[src/rtl/boot_ctrl_pkg.sv]
// rtl/boot_ctrl_pkg.sv - shared types and widths for the boot/run sequencer
package boot_ctrl_pkg;

    localparam int WORD_W = 32;
    localparam int HOLD_W = 4;

    typedef enum logic [2:0] {
        ST_IDLE,
        ST_LOAD,
        ST_HOLD,
        ST_RUN,
        ST_DONE
    } state_t;

endpackage

[src/rtl/boot_ctrl_if.sv]
// rtl/boot_ctrl_if.sv - program word stream in, IMEM write port out
interface boot_ctrl_if #(
    parameter int ADDR_W = 8
);
    import boot_ctrl_pkg::*;

    logic [WORD_W-1:0] dataIN;
    logic              data_valid;
    logic              data_last;
    logic              load_ready;
    logic              imem_we;
    logic [ADDR_W-1:0] imem_waddr;
    logic [WORD_W-1:0] imem_wdata;

    modport master (
        output dataIN, data_valid, data_last,
        input  load_ready, imem_we, imem_waddr, imem_wdata
    );

    modport slave (
        input  dataIN, data_valid, data_last,
        output load_ready, imem_we, imem_waddr, imem_wdata
    );

endinterface

[src/rtl/run_timer.sv]
// rtl/run_timer.sv - enabled-cycle counter with optional run-limit compare
module run_timer
    import boot_ctrl_pkg::*;
#(
    parameter int unsigned RUN_LIMIT = 0
) (
    input  logic              clk,
    input  logic              rst,
    input  logic              clear,
    input  logic              inc,
    output logic [WORD_W-1:0] cycle_count,
    output logic              limit_hit
);

    localparam logic [WORD_W-1:0] LIMIT_LAST =
        (RUN_LIMIT == 0) ? '0 : WORD_W'(RUN_LIMIT - 1);

    // Fires on the cycle whose increment makes the count equal RUN_LIMIT.
    assign limit_hit = (RUN_LIMIT != 0) && inc && (cycle_count == LIMIT_LAST);

    always_ff @(posedge clk) begin
        if (rst || clear) begin
            cycle_count <= '0;
        end else if (inc) begin
            cycle_count <= cycle_count + 1'b1;
        end
    end

endmodule

[src/rtl/boot_ctrl.sv]
// rtl/boot_ctrl.sv - loads program words into IMEM, then releases and supervises the core
module boot_ctrl
    import boot_ctrl_pkg::*;
#(
    parameter int          IMEM_DEPTH = 256,
    parameter int          ADDR_W     = 8,
    parameter int          RESET_HOLD = 2,
    parameter int unsigned RUN_LIMIT  = 0
) (
    input  logic              clk,
    input  logic              rst,
    input  logic              en,
    input  logic              load_start,
    input  logic              halt,
    boot_ctrl_if.slave        bus,
    output logic              core_rst,
    output logic              core_en,
    output logic [ADDR_W:0]   word_count,
    output logic [WORD_W-1:0] cycle_count,
    output logic              done,
    output logic              timeout,
    output logic              err_overflow
);

    localparam logic [ADDR_W:0]   LAST_WORD = (ADDR_W + 1)'(IMEM_DEPTH - 1);
    localparam logic [HOLD_W-1:0] HOLD_LAST = HOLD_W'(RESET_HOLD - 1);

    state_t            state;
    logic [HOLD_W-1:0] hold_cnt;
    logic              accept;
    logic              start;
    logic              limit_hit;

    assign bus.load_ready = (state == ST_LOAD) && en;
    assign accept         = bus.load_ready && bus.data_valid;
    assign start          = en && load_start && ((state == ST_IDLE) || (state == ST_DONE));

    // DONE leaves the core out of reset so its state can be inspected.
    assign core_rst = (state == ST_IDLE) || (state == ST_LOAD) || (state == ST_HOLD);
    assign core_en  = (state == ST_RUN) && en;
    assign done     = (state == ST_DONE);

    run_timer #(
        .RUN_LIMIT (RUN_LIMIT)
    ) u_run_timer (
        .clk         (clk),
        .rst         (rst),
        .clear       (start),
        .inc         (core_en),
        .cycle_count (cycle_count),
        .limit_hit   (limit_hit)
    );

    always_ff @(posedge clk) begin
        if (rst) begin
            state          <= ST_IDLE;
            hold_cnt       <= '0;
            word_count     <= '0;
            timeout        <= 1'b0;
            err_overflow   <= 1'b0;
            bus.imem_we    <= 1'b0;
            bus.imem_waddr <= '0;
            bus.imem_wdata <= '0;
        end else begin
            // The write strobe is registered off the accept, so it completes even if en drops.
            bus.imem_we <= accept;
            if (accept) begin
                bus.imem_waddr <= word_count[ADDR_W-1:0];
                bus.imem_wdata <= bus.dataIN;
                word_count     <= word_count + 1'b1;
            end

            if (en) begin
                case (state)
                    ST_IDLE, ST_DONE: begin
                        if (load_start) begin
                            state        <= ST_LOAD;
                            word_count   <= '0;
                            timeout      <= 1'b0;
                            err_overflow <= 1'b0;
                        end
                    end
                    ST_LOAD: begin
                        if (accept) begin
                            if (bus.data_last) begin
                                state    <= ST_HOLD;
                                hold_cnt <= '0;
                            end else if (word_count == LAST_WORD) begin
                                state        <= ST_HOLD;
                                hold_cnt     <= '0;
                                err_overflow <= 1'b1;
                            end
                        end
                    end
                    ST_HOLD: begin
                        if (hold_cnt == HOLD_LAST) begin
                            state <= ST_RUN;
                        end else begin
                            hold_cnt <= hold_cnt + 1'b1;
                        end
                    end
                    ST_RUN: begin
                        if (halt) begin
                            state <= ST_DONE;
                        end else if (limit_hit) begin
                            state   <= ST_DONE;
                            timeout <= 1'b1;
                        end
                    end
                    default: state <= ST_IDLE;
                endcase
            end
        end
    end

endmodule

[src/flat_wrapper.sv]
// flat-port wrapper written by rule: the top's interface ports become plain ports
module boot_ctrl_flat import boot_ctrl_pkg::*;
#(
    parameter int          IMEM_DEPTH = 256,
    parameter int          ADDR_W     = 8,
    parameter int          RESET_HOLD = 2,
    parameter int unsigned RUN_LIMIT  = 0
)
  (clk, rst, en, load_start, halt, core_rst, core_en, word_count, cycle_count, done, timeout, err_overflow, bus_dataIN, bus_data_valid, bus_data_last, bus_load_ready, bus_imem_we, bus_imem_waddr, bus_imem_wdata);
  boot_ctrl_if #(.ADDR_W(ADDR_W)) bus_i ();
  input  logic clk;
  input  logic rst;
  input  logic en;
  input  logic load_start;
  input  logic halt;
  output logic core_rst;
  output logic core_en;
  output logic [ADDR_W:0] word_count;
  output logic [WORD_W-1:0] cycle_count;
  output logic done;
  output logic timeout;
  output logic err_overflow;
  input wire logic [$bits(bus_i.dataIN)-1:0] bus_dataIN;
  input wire logic [$bits(bus_i.data_valid)-1:0] bus_data_valid;
  input wire logic [$bits(bus_i.data_last)-1:0] bus_data_last;
  output wire logic [$bits(bus_i.load_ready)-1:0] bus_load_ready;
  output wire logic [$bits(bus_i.imem_we)-1:0] bus_imem_we;
  output wire logic [$bits(bus_i.imem_waddr)-1:0] bus_imem_waddr;
  output wire logic [$bits(bus_i.imem_wdata)-1:0] bus_imem_wdata;
  assign bus_i.dataIN = bus_dataIN;
  assign bus_i.data_valid = bus_data_valid;
  assign bus_i.data_last = bus_data_last;
  assign bus_load_ready = bus_i.load_ready;
  assign bus_imem_we = bus_i.imem_we;
  assign bus_imem_waddr = bus_i.imem_waddr;
  assign bus_imem_wdata = bus_i.imem_wdata;
  boot_ctrl #(.IMEM_DEPTH(IMEM_DEPTH), .ADDR_W(ADDR_W), .RESET_HOLD(RESET_HOLD), .RUN_LIMIT(RUN_LIMIT)) u_core (.clk(clk), .rst(rst), .en(en), .load_start(load_start), .halt(halt), .bus(bus_i), .core_rst(core_rst), .core_en(core_en), .word_count(word_count), .cycle_count(cycle_count), .done(done), .timeout(timeout), .err_overflow(err_overflow));
endmodule
[config.mk]
export PLATFORM = sky130hd
export DESIGN_NAME = boot_ctrl_flat
export DESIGN_NICKNAME = d
export VERILOG_FILES = /design/src/rtl/boot_ctrl_pkg.sv /design/src/rtl/boot_ctrl_if.sv /design/src/rtl/run_timer.sv /design/src/rtl/boot_ctrl.sv /design/src/flat_wrapper.sv
export SDC_FILE = /design/constraint.sdc
export NUM_CORES = 1
export LEC_CHECK = 0
export BUFFER_PORTS_ARGS = -buffer_cell sky130_fd_sc_hd__buf_2
export CORE_UTILIZATION = 45
export DETAILED_ROUTE_END_ITERATION = 8
export PLACE_DENSITY = 0.76
export SYNTH_ARGS = -nofsm -noshare
export SYNTH_HDL_FRONTEND = slang
export SYNTH_SLANG_ARGS = --single-unit
[constraint.sdc]
create_clock -name clk -period 2 [get_ports clk]
set_input_delay 0.1 -clock clk [delete_from_list [all_inputs] [get_ports clk]]
set_output_delay 0.1 -clock clk [all_outputs]
set_load 0.02 [all_outputs]
==> run_results.csv <==
group,metric,value,unit
run_status,status,"completed",
synth,syn_inst,487,
clocking,cts_tree,"built",
placement,dp.cells,722,
grt,antenna_found_initial,0,
synth,synthTopCellsByCount,"nand2_1 (102), dfxtp_1 (90), a21oi_1 (65), nor2_1 (25), clkbuf_1 (23)",
clocking,cts.htree.levels,3,
worst_hold_path,hold_path.class,"input port to flop",
floorplanning,ios,127,
worst_setup_path,critical_path_class,"flop to flop",
grt,grt_util_all_layers,22.90,%
clocking,clk_pin_slew,0.09,ns
synth,synth_top_area_cell,"dfxtp_1",
grt,use_met3,3.633,%
timing,min_period,1.932,ns
synth,synthTopCellsByArea,"dfxtp_1 (45%), nand2_1 (9.7%), a21oi_1 (8.2%), nand3_1 (2.5%), nand4_1 (2.5%)",
clocking,clkLatencyLatePin,0.35,ns
synth,yosys_warnings,0,
finish,nets,704,
floorplanning,core_area,8382,µm²
finish,antenna_cells,0,
synth,synth-main-ff-cell,"dfxtp_1",
clocking,clockBufferDepth,2,
floorplanning,die-area,9193,µm²
detailed_routing,vias_per_cell,5.283,
clocking,clock-sinks,90,
placement,postPlaceCellArea,4896,µm²
clocking,cts_inserted_buffers,9,
finish,area_growth,37.82,%
detailed_routing,remaining_drc_errors,0,
grt,grt-busiest-layer,"met2",
timing,fmax,517.6,MHz
timing,fin_crit_sh,96.59,%
worst_setup_path,endpoint_kind,"flop",
synth,synth-edff-count,0,
detailed_routing,wl,10650,µm
timing,finalHoldViolCount,0,
timing,setup_viol,0,
finish,final_area,5466,µm²
synth,synth_seq_cells,90,
grt,grt_util_met1,28.47,%
worst_setup_path,path_max_fanout,8,
power_and_ir_drop,irDropWorstVdd,0.0003613,V
synth,ys_seq_area_share,45.43,%
timing,rsz0062_at_grt,"yes",
timing,fin_skew,0.01261,ns
placement,hpwl,7223,µm
floorplanning,start_util,47.32,%
placement,port_buffers,125,
synth,synth_most_common_cell,"nand2_1",
synth,synth.avg_cell_area,8.144,µm²
detailed_routing,antenna_left,0,
grt,grt_pass1_wl,16590,µm
detailed_routing,drt_iter0_drc,234,
placement,dp_slack,0.05395,ns
synth,synth_area,3966,µm²
grt,grt_pass1_vias,3688,
synth,synth_top_area_share,45.43,%
detailed_routing,wl_per_cell,13.83,µm
power_and_ir_drop,cellPowerDensity,647.5,nW/µm²
grt,grtUsageMet2,39.82,%
finish,final_cells,770,
grt,grt_overflow,0,
flow_run,drv_cap,0,
worst_setup_path,required,2.28,ns
floorplanning,fp-row-count,33,
synth,synthesis.nets,531,
worst_setup_path,worstPathArrival,2.21,ns
timing,drv_slew,0,
floorplanning,die_h,95.88,µm
worst_setup_path,startpoint_type,"flop",
finish,drive_gt1_share,29.47,%
clocking,clock-root-buffer,"clkbuf_8",
floorplanning,dieWidth,95.88,µm
timing,setup_slack,0.06818,ns
detailed_routing,vias,4068,
synth,async_reset_ff_share,0,%
power_and_ir_drop,power.leakage,2.256,nW
placement,place.gp.congestion,0.9116,
grt,grt_max_degree,44,
synth,synth_cell_type_count,44,
detailed_routing,firstDrtPassIters,4,
## cells in the final DEF (no fill, tap or decap), drive strengths merged, types with 3 or more instances in the layout
cell and count:
buf 163, nand2 102, dfxtp 90, a21oi 65, dlygate4sd3 31, nor2 25
nand3 20, nand4 17, xnor2 11, clkbuf 10, or3 10, inv 10
o21ai 9, nor4 9, nand2b 7, and4 7, mux2i 7, nor3 6
xor2 6, or4b 6, o41ai 5, or4 5, o31ai 5, ha 5
nor2b 4, nor3b 3, and3 3
## timing repair
item,4_1_cts,5_1_grt
buffers inserted,0,1
hold endpoints to repair,31,0
setup endpoints to repair,0,11
resized for setup,0,10
hold buffers,31,0
## kinds of logic after synthesis
group	after synthesis	synth area share (%)
adder cells (fa/ha/maj)	5	1.577
other	1	0.09455
AO/OA/AOI/OAI	92	13.00
flip-flops	90	45.43
AND/OR/NAND/NOR	235	30.28
buffers and inverters	40	4.101
multiplexers	7	1.767
XOR/XNOR	17	3.754
## final timing paths
path | start | end | slack, ns | depth (start not counted)
setup / recovery | u_core.state[2]$_SDFFE_PP0P_ | u_core.u_run_timer.cycle_count[31]$_SDFFE_PP0P_ | 0.07 | 6
hold reg to reg | u_core.bus.imem_waddr[2]$_SDFFE_PP0N_ | u_core.bus.imem_waddr[2]$_SDFFE_PP0N_ | 0.45 | 2
hold / removal | bus_dataIN[20] | u_core.bus.imem_wdata[20]$_SDFFE_PP0N_ | 0.02 | 3
setup reg to reg | u_core.state[2]$_SDFFE_PP0P_ | u_core.u_run_timer.cycle_count[31]$_SDFFE_PP0P_ | 0.07 | 6
## metal layers
layer	vias up	wire length, µm
met4	0	174
met3	12	522
met1	1887	4700
met5	-	0
met2	119	5254
li1	2050	-
## metrics by stage
stage                     power [mW]  util (%)  hold slack, ns  setup TNS [ns]
final                          3.539     65.22         0.01697               0
after global routing           3.709     65.22        0.005233        -0.01406
after CTS                      3.583     64.62        0.004603               0
after detailed placement       2.243     58.41          0.3462               0
after global placement         2.237     58.41          0.3398               0
after floorplan                2.111         -          0.2360               0
## flip-flops by register name, indices dropped and copies added (netlist names)
name,flops
u_core.bus.imem_wdata,32
u_core.state,3
u_core.u_run_timer.cycle_count,32
u_core.bus.imem_waddr,8
u_core.hold_cnt,4
u_core.word_count,9
u_core.err_overflow,1
u_core.bus.imem_we,1
## worst max-delay path: stages (launching register included)
cell      delay (ns)
dfxtp_1         0.32
nand4b_2        0.23
inv_1           0.19
nand3_1         0.26
nor4_1          0.50
buf_4           0.20
mux2i_1         0.17
## power by group
part           leakage (nW)  internal [mW]  switching [mW]
registers             0.727           1.82          0.0186
clock network         0.103          0.625           0.657
logic                  1.43          0.179           0.235
total                  2.26           2.63           0.911
## layout make-up
class                   instances  area [µm²]
clock buffers                  10       137.6
flip-flops and latches         90        1804
fillers                       687        2915
well taps                     105       131.4
clock inverters                 6       72.57
repair buffers                194        1246
multi-input cells             357        2044
inverters                       8       30.03
Power figures use the tool's default switching activity.
